## src/rtl/kernel_irq_gen_pkg.sv

```systemverilog
// Shared definitions for the per-kernel interrupt source: state encoding and
// default widths used by kernel_irq_gen and its coalescing timer.
package kernel_irq_gen_pkg;

    localparam int STATE_W         = 3;
    localparam int DEF_CNT_W       = 16;
    localparam int DEF_TMO_W       = 20;
    localparam int DEF_HOLDOFF_CYC = 8;

    typedef enum logic [STATE_W-1:0] {
        ST_IDLE      = 3'd0,
        ST_COLLECT   = 3'd1,
        ST_FIRE      = 3'd2,
        ST_WAIT_HOST = 3'd3,
        ST_RELEASE   = 3'd4,
        ST_HOLDOFF   = 3'd5
    } irq_state_t;

endpackage

```

## src/rtl/kernel_irq_gen_timer.sv

```systemverilog
// Coalescing timer: counts enabled cycles since the last clear, freezes while
// disabled, and flags when the programmed timeout is about to elapse.
module irq_coalesce_timer
    import kernel_irq_gen_pkg::*;
#(
    parameter int TMO_W = DEF_TMO_W
) (
    input  logic             clk,
    input  logic             rst_n,
    input  logic             clear,
    input  logic             enable,
    input  logic [TMO_W-1:0] timeout,
    output logic             expired
);

    logic [TMO_W-1:0] count;

    // Saturate instead of wrapping so a long freeze-free wait cannot re-arm.
    always_ff @(posedge clk or negedge rst_n) begin
        if (!rst_n) begin
            count <= '0;
        end else if (clear) begin
            count <= '0;
        end else if (enable && (count != '1)) begin
            count <= count + TMO_W'(1);
        end
    end

    // A zero timeout disables the forced fire altogether.
    assign expired = (timeout != '0) && (count >= (timeout - TMO_W'(1)));

endmodule

```

## src/rtl/kernel_irq_gen.sv

```systemverilog
// Per-kernel interrupt source: coalesces job_done events by count or timeout
// and drives the kernel_int / host_ack / kernel_ack pulse handshake.
module kernel_irq_gen
    import kernel_irq_gen_pkg::*;
#(
    parameter int CNT_W       = DEF_CNT_W,
    parameter int TMO_W       = DEF_TMO_W,
    parameter int HOLDOFF_CYC = DEF_HOLDOFF_CYC
) (
    input  logic               dma_axi_aclk,
    input  logic               dma_axi_aresetn,
    input  logic               job_done,
    input  logic               irq_enable,
    input  logic [CNT_W-1:0]   coalesce_cnt,
    input  logic [TMO_W-1:0]   coalesce_timeout,
    input  logic               host_ack,
    output logic               kernel_int,
    output logic               kernel_ack,
    output logic               irq_busy,
    output logic [CNT_W-1:0]   pending,
    output logic [CNT_W-1:0]   reported,
    output logic               overflow,
    output logic [STATE_W-1:0] fsm_state
);

    // Handshake: kernel_int is a one-cycle request; the host answers with a
    // one-cycle host_ack, accepted only while WAIT_HOST; kernel_ack then pulses
    // once to release the line. Every kernel_int gets exactly one kernel_ack.

    localparam int HO_W = (HOLDOFF_CYC > 1) ? $clog2(HOLDOFF_CYC) : 1;
    localparam logic [HO_W-1:0] HO_LAST = HO_W'(HOLDOFF_CYC - 1);

    irq_state_t       state;
    logic [HO_W-1:0]  holdoff_cnt;

    logic             at_max;
    logic             sat_inc;
    logic [CNT_W-1:0] pending_next;
    logic [CNT_W-1:0] thresh;
    logic             tmo_expired;
    logic             fire_cond;
    logic             ack_accept;

    always_comb begin
        at_max       = (pending == '1);
        sat_inc      = job_done && at_max;
        pending_next = at_max ? pending : (pending + CNT_W'(job_done));
        thresh       = (coalesce_cnt == '0) ? CNT_W'(1) : coalesce_cnt;
        fire_cond    = irq_enable &&
                       ((pending_next >= thresh) ||
                        (tmo_expired && (pending_next != '0)));
        ack_accept   = (state == ST_WAIT_HOST) && host_ack;
    end

    // Timer is held at zero outside COLLECT, so every new batch starts from 0.
    irq_coalesce_timer #(
        .TMO_W (TMO_W)
    ) u_timer (
        .clk     (dma_axi_aclk),
        .rst_n   (dma_axi_aresetn),
        .clear   (state != ST_COLLECT),
        .enable  ((state == ST_COLLECT) && irq_enable),
        .timeout (coalesce_timeout),
        .expired (tmo_expired)
    );

    always_ff @(posedge dma_axi_aclk or negedge dma_axi_aresetn) begin
        if (!dma_axi_aresetn) begin
            state       <= ST_IDLE;
            holdoff_cnt <= '0;
            kernel_int  <= 1'b0;
            kernel_ack  <= 1'b0;
            irq_busy    <= 1'b0;
            pending     <= '0;
            reported    <= '0;
            overflow    <= 1'b0;
        end else begin
            kernel_int <= 1'b0;
            kernel_ack <= 1'b0;
            pending    <= pending_next;
            // A fresh saturation wins over a same-cycle clear.
            overflow   <= sat_inc || (overflow && !ack_accept);

            case (state)
                ST_IDLE, ST_COLLECT: begin
                    if (fire_cond) begin
                        state      <= ST_FIRE;
                        kernel_int <= 1'b1;
                        irq_busy   <= 1'b1;
                        reported   <= pending_next;
                        pending    <= '0;
                    end else if ((state == ST_IDLE) && job_done) begin
                        state <= ST_COLLECT;
                    end
                end
                ST_FIRE: begin
                    state <= ST_WAIT_HOST;
                end
                ST_WAIT_HOST: begin
                    if (host_ack) begin
                        state      <= ST_RELEASE;
                        kernel_ack <= 1'b1;
                    end
                end
                ST_RELEASE: begin
                    state       <= ST_HOLDOFF;
                    holdoff_cnt <= '0;
                end
                ST_HOLDOFF: begin
                    if (holdoff_cnt == HO_LAST) begin
                        state    <= (pending != '0) ? ST_COLLECT : ST_IDLE;
                        irq_busy <= 1'b0;
                    end else begin
                        holdoff_cnt <= holdoff_cnt + HO_W'(1);
                    end
                end
                default: begin
                    state <= ST_IDLE;
                end
            endcase
        end
    end

    assign fsm_state = state;

endmodule

```

## config.mk

```make
export PLATFORM = sky130hd
export DESIGN_NAME = kernel_irq_gen
export DESIGN_NICKNAME = d
export VERILOG_FILES = /design/src/rtl/kernel_irq_gen_pkg.sv /design/src/rtl/kernel_irq_gen_timer.sv /design/src/rtl/kernel_irq_gen.sv
export SDC_FILE = /design/constraint.sdc
export NUM_CORES = 1
export LEC_CHECK = 0
export ABC_CLOCK_PERIOD_IN_PS = 9200
export BUFFER_PORTS_ARGS = -buffer_cell sky130_fd_sc_hd__buf_2
export CAP_MARGIN = 20
export CORE_MARGIN = 2
export CORE_UTILIZATION = 53
export CTS_BUF_LIST = sky130_fd_sc_hd__clkbuf_4 sky130_fd_sc_hd__clkbuf_8
export DETAILED_ROUTE_END_ITERATION = 7
export HOLD_SLACK_MARGIN = 0.06
export MAX_ROUTING_LAYER = met4
export PLACE_DENSITY = 0.76
export SLEW_MARGIN = 5
export SYNTH_ARGS = -nofsm -noshare
export SYNTH_HDL_FRONTEND = slang
export SYNTH_SLANG_ARGS = --single-unit
```

## constraint.sdc

```tcl
create_clock -name dma_axi_aclk -period 9.2 [get_ports dma_axi_aclk]
set_input_delay 1.84 -clock dma_axi_aclk [delete_from_list [all_inputs] [get_ports dma_axi_aclk]]
set_output_delay 1.84 -clock dma_axi_aclk [all_outputs]
set_load 0.01 [all_outputs]
```

==> results.toml <==
[power_and_ir_drop]
p_per_area_mw_per_mm2 = 169
p_int_w = 0.000561
seqPwrFrac_pct = 41.5
comb_power_share_pct = 26.9
clkPwrFrac_pct = 31.6
power.switching_w = 0.000296
irDropWorstVdd_mv = 0.137
switching_share_pct = 34.5
p_leak_nw = 2.58

[worst_setup_path]
crit_path_start = "coalesce_timeout[2]"
critical_path_class = "in -> reg"
start_kind = "input port"
rr_worst_depth = 14
cp-end-kind = "flop"
critPathArrivalTime_ns = 6.04
required_ns = 9.43
crit_fanout = 33
cp-endpoint = "reported[3]$_DFFE_PN0P_"
regToRegSetupSlack_ns = 4.70
rr_startpoint = "pending[3]$_DFF_PN0_"
r2r-end = "reported[14]$_DFFE_PN0P_"

[clock_tree]
cts_sinks = 62
cts.repair.resized = 0
cts_buffers = 9
cts.htree.levels = 3
clk_path_buf_depth = 2
root_buffer = "clkbuf_8"
cts_setup_buffers = 0
holdBufCountCts = 0
cts_tree = "built"
clk_pin_slew_worst_paths_ns = 0.07
worst_skew_pair.late_latency_ns = 0.34

[global_routing]
antenna_found_initial = 0
grt_pass1_wl_mm = 17.0
grt_max_degree = 63
grt_usage_pct = 25.0
grt_pass1_vias = 3570
globalRouteOverflowTotal = 0

[cells_and_area]
n_antenna_cell = 0
drive_gt1_share_pct = 22.5
nets = 625
syn_to_final_growth_pct = 15.4
fin_area_sq_mm = 0.00505
fin_cells = 652
fin_util_pct = 62.4
mostFrequentLayoutCells = "buf_2, dfrtp_1, nor2_1, ha_1, inv_1"
layout_commonest_cell = "buf_2"

[synth]
yosysSeqAreaShare_pct = 35.4
ys_warn_count = 0
ys_types = 55
async_reset_ff_share_pct = 100
synth_area_sq_mm = 0.00438
synth_seq_cells = 62
syn_avg_cell_area_sq_um = 9.42
synth_ff_type = "dfrtp_1"
synth_enable_flop_cells = 0
synthesis.nets = 548
synth_cells = 465

[sta]
hold_viol = 0
relSlewSlack_pct = 47.2
final.setup_skew_ns = 0.00527
final.setup.tns_ns = 0
layout_worst_path_cycle_share_pct = 63.1
max_freq_ghz = 0.172
rsz0062_at_grt = "no"
min_period_ns = 5.81
tightest_slew_ns = 0.792
setup_violations = 0
drv_slew = 0

[drt]
drt-initial-drc-count = 255
ant_nets = 0
via_count = 3833
drc_errors = 0
route.detailed.wl_per_inst_um = 15.9
first_pass_iters = 5
routed_wl_mm = 10.4
via_per_inst = 5.88

[die]
core_region_area_sq_mm = 0.00809
die_width_um = 94.9
dieArea_sq_mm = 0.00901
rows = 33
initial_core_util_pct = 54.1
pin_count = 80
die-height_um = 94.9

[outcome]
status = "finished clean"

[place]
place_area_sq_mm = 0.00483
placed_cells = 636
portBuffers = 79
hpwl_mm = 7.74
gp_congestion = 0.914

[min_path]
min_path_type = "reg -> reg"

[job]
maxCapViolCount = 0
routing by layer:
metal  track usage, %  routed length, um  up-vias
li1                 -                  -     1817
met1             34.7               4880     1850
met2             36.8               4740      147
met3             4.95                609       19
met4             8.09                146        0
met5                -                  0        -
power by group through the flow:
stage / clock network, W / logic [W] / registers, W
2_1_floorplan: 0 / 0.000168 / 0.000337
3_3_place_gp: 0 / 0.000218 / 0.000359
3_5_place_dp: 0 / 0.000226 / 0.000359
4_1_cts: 0.000275 / 0.000230 / 0.000354
5_1_grt: 0.000286 / 0.000263 / 0.000361
6_report: 0.000271 / 0.000230 / 0.000355
final cells by class:
type | instances | area, sq um
repair buffers | 81 | 410
clock buffers | 10 | 138
clock inverters | 6 | 85.1
inverters | 32 | 120
multi-input cells | 356 | 2620
flip-flops and latches | 62 | 1550
well taps | 105 | 131
fillers | 714 | 3040
worst min-delay path by stage:
stage | start | to | slack, ns | cells after the start
finish | overflow$_DFF_PN0_ | overflow$_DFF_PN0_ | 0.50 | 2
global route | reported[10]$_DFFE_PN0P_ | reported[10]$_DFFE_PN0P_ | 0.52 | 1
CTS | overflow$_DFF_PN0_ | overflow$_DFF_PN0_ | 0.51 | 2
detailed placement | overflow$_DFF_PN0_ | overflow$_DFF_PN0_ | 0.49 | 2
global placement | overflow$_DFF_PN0_ | overflow$_DFF_PN0_ | 0.48 | 2
floorplan | holdoff_cnt[1]$_DFFE_PN0P_ | holdoff_cnt[1]$_DFFE_PN0P_ | 0.47 | 1
synthesized netlist by cell type, types with 5 or more instances:
library cell,number,share of area [%]
a31oi_1,6,0.86
xor2_1,24,4.8
nor4_1,13,1.9
nand3_1,18,2.1
and3_1,12,1.7
nor2_1,52,4.5
clkbuf_1,7,0.60
nor2b_1,10,1.4
a21oi_1,13,1.5
o21ai_0,8,0.91
and4_1,5,1.0
a21o_1,7,1.2
mux2_4,12,4.1
xnor2_1,26,5.2
inv_1,32,2.7
nand4_1,18,2.6
nor3_1,13,1.5
nand2b_1,5,0.71
nand2_1,25,2.1
ha_1,42,12
dfrtp_1,62,35
mux2_2,5,1.3
through the flow:
stage	hold WS (ns)	setup slack, ns	power, W
floorplan	0.470	3.74	0.000505
global placement	0.480	3.25	0.000577
detailed placement	0.493	3.08	0.000585
CTS	0.510	3.45	0.000859
global route	0.520	3.01	0.000911
finish	0.501	3.39	0.000856
sequential cells by signal, summed over array words and instances (netlist names):
signal,flops
fsm_state,3
holdoff_cnt,3
irq_busy,1
kernel_ack,1
kernel_int,1
overflow,1
pending,16
reported,16
u_timer.count,20
kinds of logic (layout without fill, tap and decap cells):
| logic type | Yosys count | in the layout | synth area share, % |
|---|---|---|---|
| AND/OR/NAND/NOR | 191 | 191 | 23.5 |
| flip-flops | 62 | 62 | 35.4 |
| AO/OA/AOI/OAI | 56 | 56 | 8.91 |
| XOR/XNOR | 50 | 50 | 10.0 |
| buffers and inverters | 47 | 129 | 4.83 |
| adder cells (fa/ha/maj) | 42 | 42 | 12.0 |
| multiplexers | 17 | 17 | 5.40 |
worst max-delay path, stage by stage:
cell and delay [ns]:
buf_2 0.13, or3_1 0.39, nor3_1 0.24, nand2b_1 0.12, nor4_1 0.55, nand2_1 0.14, xor2_1 0.17, ha_1 0.32
nand4_1 0.14, nor4_1 0.33, nor4_1 0.10, o221a_2 0.26, o21ai_1 0.19, nand3_2 0.17, nor3_4 0.13, buf_4 0.42
mux2_2 0.38
(Power assumes the default switching activity.)
